===== config.mk =====
export PLATFORM = sky130hd
export DESIGN_NAME = wt_dcache_rd_arb
export DESIGN_NICKNAME = d
export VERILOG_FILES = /design/src/rtl/wt_dcache_rd_arb.sv
export SDC_FILE = /design/constraint.sdc
export NUM_CORES = 1
export LEC_CHECK = 0
export CAP_MARGIN = 10
export CORE_AREA = 3 3 61 85
export DETAILED_ROUTE_END_ITERATION = 8
export DIE_AREA = 0 0 64 88
export GPL_TIMING_DRIVEN = 0
export HOLD_SLACK_MARGIN = 0.08
export PLACE_DENSITY = 0.81
export SYNTH_ARGS = -nofsm -noshare
export SYNTH_HDL_FRONTEND = slang
export SYNTH_SLANG_ARGS = --single-unit

===== constraint.sdc =====
create_clock -name clk_i -period 2.95 [get_ports clk_i]
set_input_delay 0.295 -clock clk_i [delete_from_list [all_inputs] [get_ports clk_i]]
set_output_delay 0.295 -clock clk_i [all_outputs]
set_load 0.02 [all_outputs]

===== src/rtl/wt_dcache_rd_arb.sv =====
// ---------------------------------------------------------------------------
// wt_dcache_rd_arb
// Round-robin arbiter sharing the single read port of the write-through L1
// dcache arrays among NumPorts read controllers. The tag phase follows the
// grant by one cycle. The arbiter remembers the owner of that tag phase, so it
// can route the late tag to memory and mark who owns the returned hit/data.
//
// Optional feature: define WT_DCACHE_RD_ARB_STARVE_EN to add 4-bit per-port
// wait counters. A port that has waited 8 or more cycles overrides the
// round-robin choice. If several ports qualify, the lowest index wins.
// ---------------------------------------------------------------------------
module wt_dcache_rd_arb #(
    parameter int unsigned NumPorts = 3,
    parameter int unsigned IdxW     = 8,
    parameter int unsigned OffW     = 4,
    parameter int unsigned TagW     = 20
) (
    input  logic                     clk_i,
    input  logic                     rst_ni,
    input  logic                     clr_i,
    input  logic [NumPorts-1:0]      port_rd_req_i,
    input  logic [NumPorts-1:0]      port_rd_tag_only_i,
    input  logic [NumPorts*IdxW-1:0] port_rd_idx_i,
    input  logic [NumPorts*OffW-1:0] port_rd_off_i,
    input  logic [NumPorts*TagW-1:0] port_rd_tag_i,
    output logic [NumPorts-1:0]      port_rd_ack_o,
    output logic [NumPorts-1:0]      port_rd_vld_o,
    output logic                     mem_rd_req_o,
    output logic                     mem_rd_tag_only_o,
    output logic [IdxW-1:0]          mem_rd_idx_o,
    output logic [OffW-1:0]          mem_rd_off_o,
    output logic [TagW-1:0]          mem_rd_tag_o,
    input  logic                     mem_rd_ack_i,
    output logic                     busy_o
);

    localparam int unsigned PtrW = (NumPorts > 1) ? $clog2(NumPorts) : 1;

    logic [PtrW-1:0]     rr_ptr_d, rr_ptr_q;
    logic [NumPorts-1:0] tag_sel_d, tag_sel_q;
    logic                tag_vld_d, tag_vld_q;

    logic                rr_vld;
    logic [PtrW-1:0]     rr_idx;
    logic                win_vld;
    logic [PtrW-1:0]     win_idx;
    logic                grant;

    // Port index (base + ofs) wrapped modulo NumPorts.
    function automatic logic [PtrW-1:0] wrap_add(input logic [PtrW-1:0] base,
                                                 input int unsigned     ofs);
        int unsigned sum;
        sum = 32'(base) + ofs;
        sum = sum % NumPorts;
        return sum[PtrW-1:0];
    endfunction

    // Round-robin pick: first requesting port at or after rr_ptr_q.
    always_comb begin
        logic [PtrW-1:0] cand;
        rr_vld = 1'b0;
        rr_idx = '0;
        cand   = '0;
        for (int unsigned i = 0; i < NumPorts; i++) begin
            cand = wrap_add(rr_ptr_q, i);
            if (!rr_vld && port_rd_req_i[cand]) begin
                rr_vld = 1'b1;
                rr_idx = cand;
            end
        end
    end

`ifdef WT_DCACHE_RD_ARB_STARVE_EN
    logic [3:0]      wait_cnt_d [NumPorts];
    logic [3:0]      wait_cnt_q [NumPorts];
    logic            starve_vld;
    logic [PtrW-1:0] starve_idx;

    // Lowest-index requester that has waited 8+ cycles overrides round-robin.
    always_comb begin
        starve_vld = 1'b0;
        starve_idx = '0;
        for (int unsigned i = 0; i < NumPorts; i++) begin
            if (!starve_vld && port_rd_req_i[i] && wait_cnt_q[i][3]) begin
                starve_vld = 1'b1;
                starve_idx = PtrW'(i);
            end
        end
        win_vld = rr_vld;
        win_idx = starve_vld ? starve_idx : rr_idx;
    end

    // Wait counters: count denied request cycles, clear on ack or flush, saturate.
    always_comb begin
        for (int unsigned i = 0; i < NumPorts; i++) begin
            wait_cnt_d[i] = wait_cnt_q[i];
            if (clr_i || port_rd_ack_o[i]) begin
                wait_cnt_d[i] = 4'd0;
            end else if (port_rd_req_i[i] && wait_cnt_q[i] != 4'd15) begin
                wait_cnt_d[i] = wait_cnt_q[i] + 4'd1;
            end
        end
    end

    // Wait counter registers.
    always_ff @(posedge clk_i or negedge rst_ni) begin
        if (!rst_ni) begin
            for (int unsigned i = 0; i < NumPorts; i++) begin
                wait_cnt_q[i] <= 4'd0;
            end
        end else begin
            for (int unsigned i = 0; i < NumPorts; i++) begin
                wait_cnt_q[i] <= wait_cnt_d[i];
            end
        end
    end
`else
    // Pure round-robin: the round-robin pick is the winner.
    always_comb begin
        win_vld = rr_vld;
        win_idx = rr_idx;
    end
`endif

    assign grant        = win_vld & mem_rd_ack_i;
    assign mem_rd_req_o = |port_rd_req_i;

    // Request-phase mux toward memory and ack back to the winning port.
    always_comb begin
        port_rd_ack_o     = '0;
        mem_rd_tag_only_o = 1'b0;
        mem_rd_idx_o      = '0;
        mem_rd_off_o      = '0;
        for (int unsigned i = 0; i < NumPorts; i++) begin
            if (win_vld && (win_idx == PtrW'(i))) begin
                port_rd_ack_o[i]  = mem_rd_ack_i;
                mem_rd_tag_only_o = port_rd_tag_only_i[i];
                mem_rd_idx_o      = port_rd_idx_i[i*IdxW +: IdxW];
                mem_rd_off_o      = port_rd_off_i[i*OffW +: OffW];
            end
        end
    end

    // Tag-phase mux: late tag comes from the port granted last cycle.
    always_comb begin
        mem_rd_tag_o = '0;
        for (int unsigned i = 0; i < NumPorts; i++) begin
            if (tag_vld_q && tag_sel_q[i]) begin
                mem_rd_tag_o = mem_rd_tag_o | port_rd_tag_i[i*TagW +: TagW];
            end
        end
    end

    assign port_rd_vld_o = tag_vld_q ? tag_sel_q : '0;
    assign busy_o        = mem_rd_req_o | tag_vld_q;

    // Next state: a flush wins over a grant; a grant advances the pointer and opens the tag phase.
    always_comb begin
        rr_ptr_d  = rr_ptr_q;
        tag_sel_d = tag_sel_q;
        tag_vld_d = 1'b0;
        if (clr_i) begin
            rr_ptr_d  = '0;
            tag_sel_d = '0;
        end else if (grant) begin
            rr_ptr_d  = wrap_add(win_idx, 1);
            tag_vld_d = 1'b1;
            for (int unsigned i = 0; i < NumPorts; i++) begin
                tag_sel_d[i] = (win_idx == PtrW'(i));
            end
        end
    end

    // State registers.
    always_ff @(posedge clk_i or negedge rst_ni) begin
        if (!rst_ni) begin
            rr_ptr_q  <= '0;
            tag_sel_q <= '0;
            tag_vld_q <= 1'b0;
        end else begin
            rr_ptr_q  <= rr_ptr_d;
            tag_sel_q <= tag_sel_d;
            tag_vld_q <= tag_vld_d;
        end
    end

    ack_onehot0 : assert property (@(posedge clk_i) disable iff (!rst_ni)
                                   $onehot0(port_rd_ack_o));
    tag_sel_onehot0 : assert property (@(posedge clk_i) disable iff (!rst_ni)
                                       $onehot0(tag_sel_q));
    ack_needs_req : assert property (@(posedge clk_i) disable iff (!rst_ni)
                                     (port_rd_ack_o & ~port_rd_req_i) == '0);

endmodule


* Word level (Yosys, flattened, before mapping)
Cells that the tools add are included.
** Storage, ports and cells
- Logic and storage cells :: 66
- Memory bits (read-only) :: 0
- Memories kept :: 0
- Bits of input ports :: 106
- Bits in registers :: 6
- Bits in writable memories :: 0
- Output and inout port bits :: 41
- Latch bits :: 0
** Operators by class
- Mux-type cells :: 34
- Bitwise operators :: 4
- Reductions and logical operators :: 13
- Div/mod/pow operators :: 4
- $lt $le $gt $ge :: 3
- Multipliers :: 0
- Shift-type cells :: 0
- Equal/unequal tests :: 2
- $add $sub $neg :: 3
** Operators with widths (number)
- $mod 32x2->32 const B :: 3
- $mux 20 :: 3
- $or 20x20->20 :: 2
- $mod 2x2->32 const B :: 1
- $mux 8 :: 3
- $mux 1 :: 14
- $mux 4 :: 3
- $mux 2 :: 5
- $lt 2x3->1 const B :: 3
- $mux 3 :: 3
- $logic_and 1x1->1 :: 8
- $add 2x1->3 const B :: 2
- $bmux 1 s2 :: 3
- $add 2x2->3 const B :: 1
- $reduce_or 3->1 :: 1
- $eq 2x1->1 const B :: 1
- $eq 2x2->1 const B :: 1
- $logic_not 1->1 :: 2
- $logic_not 2->1 :: 1
- $reduce_bool 2->1 :: 1
- $and 1x1->1 :: 1
- $or 1x1->1 :: 1

* Depth between registers and ports, before layout
Gate-level depths: netlist (run 1).
- Depth in word-level cells :: 15
- Mapped depth :: 11
- Gate-level depth less buffers :: 9

* Worst setup path before layout (run 1)
OpenSTA, ideal clock, no wires.
- Path type :: flip-flop to output port
- Start :: register rr_ptr_q[0]
- End :: output mem_rd_idx_o[0]
- Arrival time :: 2.472 ns
- Buffers on the path :: 1
- Stages on the path, launching flop included :: 11
- Setup slack :: 0.183 ns
- Data required time :: 2.655 ns
- Cells stage by stage :: dfrtp_1 inv_1 ha_1 nand3b_1 o21ai_1 nor4b_2 a221oi_1 ha_1 nor4b_4 buf_6 a221o_1
** Between the ends
- Cells in the longest elaborated chain, start to end :: 15
- Elaborated cells between the ends (all ways) :: 30
- Those cells by class :: 2 x add/sub; 3 x div; 2 x eq/ne; 15 x mux; 8 x reduce/logical
** RTL lines
- start, declared :: RTL line 39 : logic [PtrW-1:0] rr_ptr_d, rr_ptr_q;
- start signal, assigned :: RTL line 181 : rr_ptr_q <= rr_ptr_d;
- parallel branches: the longest is 14 deep, another holds $mod 32x2->32
- $mux 8 * :: RTL line 135 : if (win_vld && (win_idx == PtrW'(i))) begin
- end, declared :: RTL line 30 : output logic [IdxW-1:0] mem_rd_idx_o,
Every way passes the cells marked *. The select of a mux whose other input is x is not followed.

* Worst setup path after layout (run 1)
- Start :: input port_rd_req_i[0]
- End :: output mem_rd_off_o[0]
** Between the ends
- Cells in the longest elaborated chain, start to end :: 14
- Elaborated cells between the ends (all ways) :: 25
- Those cells by class :: 2 x eq/ne; 15 x mux; 8 x reduce/logical
** RTL lines
- start, declared :: RTL line 21 : input logic [NumPorts-1:0] port_rd_req_i,
- $bmux 1 s2 :: RTL line 66 : if (!rr_vld && port_rd_req_i[cand]) begin
- $mux 1 (implied by the code) :: RTL line 66
- $mux 1 :: RTL line 66
- $logic_not 1->1 :: RTL line 66
- $logic_and 1x1->1 :: RTL line 66
- $mux 1 :: RTL line 66
- $logic_not 1->1 :: RTL line 66
- $logic_and 1x1->1 :: RTL line 66
- $mux 2 :: RTL line 66
- $logic_not 2->1 :: RTL line 135
- $logic_and 1x1->1 :: RTL line 135
- $mux 4 (2 in series) :: RTL line 135
- $mux 4 * :: RTL line 135
- end, declared :: RTL line 31 : output logic [OffW-1:0] mem_rd_off_o,
Mark *: on every way between the ends. The rest lies on a longest branch, timed or not. The select of a mux whose other input is x is not followed.

==> results of run 1 <==
-- synth_stat cells (2+ instances only) --
| cell | count |
|---|---|
| nand2b_1 | 3 |
| nor2_1 | 6 |
| a22oi_1 | 21 |
| nor2b_1 | 3 |
| ha_1 | 5 |
| or3_1 | 3 |
| buf_6 | 3 |
| a221o_1 | 13 |
| and2_1 | 17 |
| buf_2 | 2 |
| nand2_1 | 45 |
| a21oi_1 | 3 |
| a211oi_1 | 2 |
| dfrtp_1 | 5 |
| inv_1 | 5 |
| o21ai_0 | 2 |
| clkbuf_1 | 7 |
| mux2i_1 | 2 |
-- through the flow --
| step | total power [mW] | hold WS [ns] | worst slack [ns] | setup TNS, ns |
|---|---|---|---|---|
| 2_1_floorplan | 0.551 | -0.000591 | 0.183 | 0 |
| 3_3_place_gp | 0.939 | 0.511 | -0.603 | -7.81 |
| 3_5_place_dp | 0.949 | 0.515 | -0.629 | -8.28 |
| 4_1_cts | 1.23 | 0.309 | -0.106 | -1.08 |
| 5_1_grt | 1.39 | 0.323 | -0.279 | -3.34 |
| 6_report | 1.31 | 0.307 | -0.145 | -1.64 |
-- metal layers --
layer  vias to the layer above  share of wire  global-route usage
met5                         -              0                   0
met4                         0         0.0086              0.0314
met3                         6          0.065              0.0385
met2                        79           0.57               0.379
met1                       875           0.36               0.202
li1                        967              -                   -
-- cell type report --
class	instances	share of cell area
flip-flops and latches	5	0.0408
multi-input cells	146	0.356
clock buffers	4	0.0145
well taps	62	0.0250
inverters	5	0.00605
plain buffers	12	0.0315
repair buffers	169	0.526
-- cell families after synthesis --
| group | after synthesis | synth area share |
|---|---|---|
| adder cells (fa/ha/maj) | 5 | 0.0524 |
| multiplexers | 2 | 0.0168 |
| AO/OA/AOI/OAI | 52 | 0.376 |
| flip-flops | 5 | 0.105 |
| buffers and inverters | 17 | 0.0743 |
| AND/OR/NAND/NOR | 87 | 0.376 |
-- power by group --
group / internal (mW) / switching (mW)
combinational: 0.618 / 0.482
sequential: 0.0791 / 0.00755
clock: 0.0925 / 0.0301
-- timing repair --
item | CTS | global route
endpoints found under the setup margin | 16 | 15
pin swaps | 11 | 8
hold buffers | 0 | 0
cloned | 1 | 0
resized for setup | 106 | 20
buffers inserted | 17 | 7
-- worst min-delay path by stage --
stage | cells past startpoint | slack, ns | end
floorplan | 0 | -0.0006 | rr_ptr_q[0]
global placement | 2 | 0.51 | tag_sel_q[0]
detailed placement | 2 | 0.52 | tag_sel_q[0]
CTS | 1 | 0.31 | tag_sel_q[1]
global route | 1 | 0.32 | tag_vld_q
finish | 1 | 0.31 | tag_vld_q
-- flip-flops by register name, indices dropped and copies added, names as in the netlist --
signal and count:
tag_vld_q 1, rr_ptr_q 1, tag_sel_q 3
==> reports/results.ini, run 1 <==
[run_status]
status=complete, but fails checks
violations=negative setup slack

[final_layout]
seq_area_um2=126
final_nets=453
multiInputGateArea_um2=1100
drive_above_1_share=0.232
final_common_cell=clkdlybuf4s50_1
nFillCells=373
final_area_um2=3100
area_growth_pct=159
final_cells=403
diodes=0
final_util=0.684
layout_common_cells=129 x clkdlybuf4s50_1, 44 x nand2_1, 28 x buf_4

[placement]
dp.cells=375
dpl_cell_area_um2=2720
hpwlAfterDp_um=4440
portBuffers=145
gp_congestion=0.802

[synthesis]
synth_cell_types=39
yosys.area.top_type=nand2_1
syn_area_um2=1190
synth_cells=168
synth_seq_cells=5
synth_nets=279
ys_warn_count=0
ys.flop_type=dfrtp_1
yosys-top-cells-area=nand2_1 14%, a22oi_1 13%, a221o_1 11%, dfrtp_1 10%, and2_1 8.9%
seq_area_frac_synth=0.105
async_flop_share=1.00
avgSynthCellArea_um2=7.11
synth_edf_count=0
synth_top_area_share=0.141

[floorplanning]
core_um2=4540
start_util=0.263
ios=147
rows=29
fp.dieArea_um2=5630
die_w_um=64
die_h_um=88

[setup_path]
path_class=input port to output port
cpPeakStageDelay_ns=0.59
reg2reg_slack_ns=0.50
rr_startpoint=tag_sel_q[1]
cp.arrival_ns=2.80
critPathTopFamily=buffers and inverters
cp-end-kind=output port
crit_start=port_rd_req_i[0]
reg2reg_depth=13
path_buf_inv=4
r2r-end=tag_sel_q[2]
slowest_stage=clkdlybuf4s50_1
critPathRequiredTime_ns=2.65
path_depth=11
startpoint_type=input port
path_max_fanout=5
critical_path.endpoint=mem_rd_off_o[0]
path_cells=clkdlybuf4s50_1, a21bo_1, a21oi_4, nor4b_4, buf_4, a221oi_2, ha_2, nor4b_4, buf_4, a221o_1, buf_6

[timing]
rsz0062_at_grt=yes
finalMaxSlewViolations=0
finalSetupViolations=13
maxSlewHeadroom=0.691
finalCritPeriodShare=1.05
period_needed_ns=3.10
worstMarginPinSlew_ns=0.463
fin_ws_ns=-0.145
max_freq_ghz=0.323
finalHoldViolCount=0
fin_worst_skew_ns=0.00183

[detailed_routing]
firstDrtPassIters=4
vias=1927
antenna_left=0
drt-total-wl_um=5930
viasPerCell=4.78
first_iter_violations=85
drc=0
avgRoutedWirePerCell_um=14.7

[cts]
cts_max_level=1
cts_sinks=5
clkSlewWorstSetupHoldPaths_ns=0.04
cts_tree=done
clockBufferDepth=2
numCtsBuffers=3
root_buffer=clkbuf_8
clk_latency_ns=0.21

[grt]
gr-total-overflow=0
grt_max_degree=11
grt_use_total=0.189
grt_first_pass_wirelength_um=8800
antenna_found_initial=0
grt_pass1_vias=1979

[power]
p_leak_nw=1.32
p_per_area_nw_per_um2=422
peakVddDrop_mv=0.300

[worst_hold_path]
hold_class=input port to asynchronous set/reset pin

[flow_run]
cap_violations=0

Note: power is estimated with default switching activity, not from simulation.
==> run 2, diff against run 1 <==
--- a/config.mk
+++ b/config.mk
@@ -5,7 +5,7 @@
 export SDC_FILE = /design/constraint.sdc
 export NUM_CORES = 1
 export LEC_CHECK = 0
-export CAP_MARGIN = 10
+export CAP_MARGIN = 25
 export CORE_AREA = 3 3 61 85
 export DETAILED_ROUTE_END_ITERATION = 8
 export DIE_AREA = 0 0 64 88
==> results of run 2 <==
The final DEF is identical to that of run 1; final timing and power are the same.
==> run 3, diff against run 2 <==
--- a/config.mk
+++ b/config.mk
@@ -7,6 +7,7 @@
 export LEC_CHECK = 0
 export CAP_MARGIN = 25
 export CORE_AREA = 3 3 61 85
+export CTS_BUF_LIST = sky130_fd_sc_hd__clkbuf_8
 export DETAILED_ROUTE_END_ITERATION = 8
 export DIE_AREA = 0 0 64 88
 export GPL_TIMING_DRIVEN = 0
==> run 3 against run 2 <==
The run still ends with negative setup slack left. Via count unchanged. Combinational power about the same. Final area unchanged. Critical path type unchanged. Highest routed layer unchanged.
==> reports/results.ini, run 3 (synthesis results as in run 1) <==
[floorplanning]
die_w_um=64  ; unchanged
core_um2=4540  ; unchanged
start_util=0.263  ; unchanged
fp.dieArea_um2=5630  ; unchanged
die_h_um=88  ; unchanged
rows=29  ; unchanged
ios=147  ; unchanged

[grt]
grt_first_pass_wirelength_um=8800  ; unchanged
gr-total-overflow=0  ; unchanged
grt_use_total=0.189  ; unchanged
grt_max_degree=11  ; unchanged
grt_pass1_vias=1979  ; unchanged
antenna_found_initial=0  ; unchanged

[timing]
fin_worst_skew_ns=0.00162  ; -0.000212 ns
finalMaxSlewViolations=0  ; unchanged
finalSetupViolations=13  ; unchanged
fin_ws_ns=-0.145  ; unchanged
tns_ns=-1.64  ; unchanged
max_freq_ghz=0.323  ; unchanged
finalHoldViolCount=0  ; unchanged
rsz0062_at_grt=yes
period_needed_ns=3.10  ; unchanged
worstMarginPinSlew_ns=0.463  ; +0.000396 ns
maxSlewHeadroom=0.691  ; about the same
finalCritPeriodShare=1.05  ; unchanged

[final_layout]
final_area_um2=3100  ; unchanged
top_regs=tag_sel_q: 3 flops, rr_ptr_q: 1 flops, tag_vld_q: 1 flops
layout_common_cells=129 x clkdlybuf4s50_1, 44 x nand2_1, 28 x buf_4
final_common_cell=clkdlybuf4s50_1
diodes=0  ; unchanged
area_growth_pct=159  ; unchanged
regMostFlops=tag_sel_q
final_cells=403  ; unchanged
final_util=0.684  ; unchanged
final_nets=453  ; unchanged
drive_above_1_share=0.232  ; unchanged
largest_register_ffs=3  ; unchanged

[power]
p_per_area_nw_per_um2=421  ; -0.26%
p_switching_mw=0.520  ; about the same
p_leak_nw=1.32  ; +0.31%
clkPwrFrac=0.091  ; -0.003
pwr-share-seq=0.066  ; about the same
peakVddDrop_mv=0.300  ; unchanged
p_int_mw=0.786  ; -0.45%
sw_frac_of_total=0.398  ; +0.00114
p_comb_frac=0.842  ; +0.002

[setup_path]
cpPeakStageDelay_ns=0.59  ; about the same
cp.arrival_ns=2.80  ; about the same
critPathRequiredTime_ns=2.65  ; about the same
slowest_stage=clkdlybuf4s50_1
rr_startpoint=tag_sel_q[1]
path_class=input port to output port
reg2reg_depth=13  ; unchanged
r2r-end=tag_sel_q[2]
path_max_fanout=5  ; unchanged
reg2reg_slack_ns=0.50  ; about the same
startpoint_type=input port
path_cells=clkdlybuf4s50_1, a21bo_1, a21oi_4, nor4b_4, buf_4, a221oi_2, ha_2, nor4b_4, buf_4, a221o_1, buf_6
cp-end-kind=output port

[placement]
dp.cells=375  ; unchanged
hpwlAfterDp_um=4440  ; unchanged
dpl_cell_area_um2=2720  ; unchanged
gp_congestion=0.802  ; unchanged
portBuffers=145  ; unchanged

[run_status]
status=complete, but fails checks
violations=negative setup slack

[detailed_routing]
firstDrtPassIters=4  ; unchanged
vias=1927  ; unchanged
viasPerCell=4.78  ; unchanged
drt-total-wl_um=5930  ; about the same
drc=0  ; unchanged
first_iter_violations=86  ; +1.2%
avgRoutedWirePerCell_um=14.7  ; about the same
antenna_left=0  ; unchanged

[cts]
clockBufferDepth=2  ; unchanged
numCtsBuffers=3  ; unchanged
cts_tree=done
cts_max_level=1  ; unchanged
cts_sinks=5  ; unchanged
clkSlewWorstSetupHoldPaths_ns=0.04  ; about the same
root_buffer=clkbuf_8
clk_latency_ns=0.21  ; about the same

[flow_run]
cap_violations=0  ; unchanged

[worst_hold_path]
hold_class=input port to asynchronous set/reset pin

run 3: cell type report:
type | instances | area [µm²]
Clock buffer | 3 | 41.3
Timing Repair Buffer | 169 | 1630
Inverter | 5 | 18.8
Sequential cell | 5 | 126
Fill cell | 373 | 1440
Tap cell | 62 | 77.6
Clock inverter | 1 | 3.75
Multi-Input combinational cell | 146 | 1100
Buffer | 12 | 97.6
run 3: worst max-delay path, delay by kind of cell:
family | cells | cell delay (ns)
simple gates | 2 | 0.39
buf+inv | 4 | 1.06
compound gates | 4 | 0.82
fa+ha+maj | 1 | 0.23
run 3: how the worst max path moves through the flow:
stage / from / to / cells after the start
after floorplan: rr_ptr_q[0] / mem_rd_idx_o[0] / 10
after global placement: port_rd_req_i[2] / mem_rd_idx_o[1] / 10
after detailed placement: port_rd_req_i[2] / mem_rd_off_o[1] / 10
after CTS: tag_sel_q[1] / mem_rd_off_o[0] / 12
after global routing: rr_ptr_q[0] / mem_rd_off_o[2] / 13
final: port_rd_req_i[0] / mem_rd_off_o[0] / 11
run 3: metrics by stage:
stage | power (mW) | worst slack (ns) | hold slack (ns)
5_1_grt | 1.38 | -0.279 | 0.323
3_5_place_dp | 0.949 | -0.629 | 0.515
4_1_cts | 1.22 | -0.106 | 0.309
2_1_floorplan | 0.551 | 0.183 | -0.000591
3_3_place_gp | 0.939 | -0.603 | 0.511
6_report | 1.31 | -0.145 | 0.307
run 3: power by group through the flow:
stage / Sequential (mW) / Clock, mW / Combinational, mW
after floorplan: 0.0851 / 0 / 0.466
after global placement: 0.0874 / 0 / 0.852
after detailed placement: 0.0877 / 0 / 0.861
after CTS: 0.0863 / 0.122 / 1.02
after global routing: 0.0884 / 0.129 / 1.16
final: 0.0866 / 0.119 / 1.10
run 3: repair_timing:
action / in CTS / in global routing
pin swaps: 11 / 8
gates cloned: 1 / 0
hold buffers: 0 / 0
buffers inserted: 17 / 7
hold endpoints to repair: 0 / 0
resized for setup: 106 / 20
setup endpoints to repair: 16 / 15
run 3: per-layer routing:
metal  up-vias  global-route usage  routed length (µm)
met1       875               0.202                2110
li1        967                   -                   -
met5         -                   0                   0
met2        79               0.379                3380
met3         6              0.0385                 386
met4         0              0.0314                  51
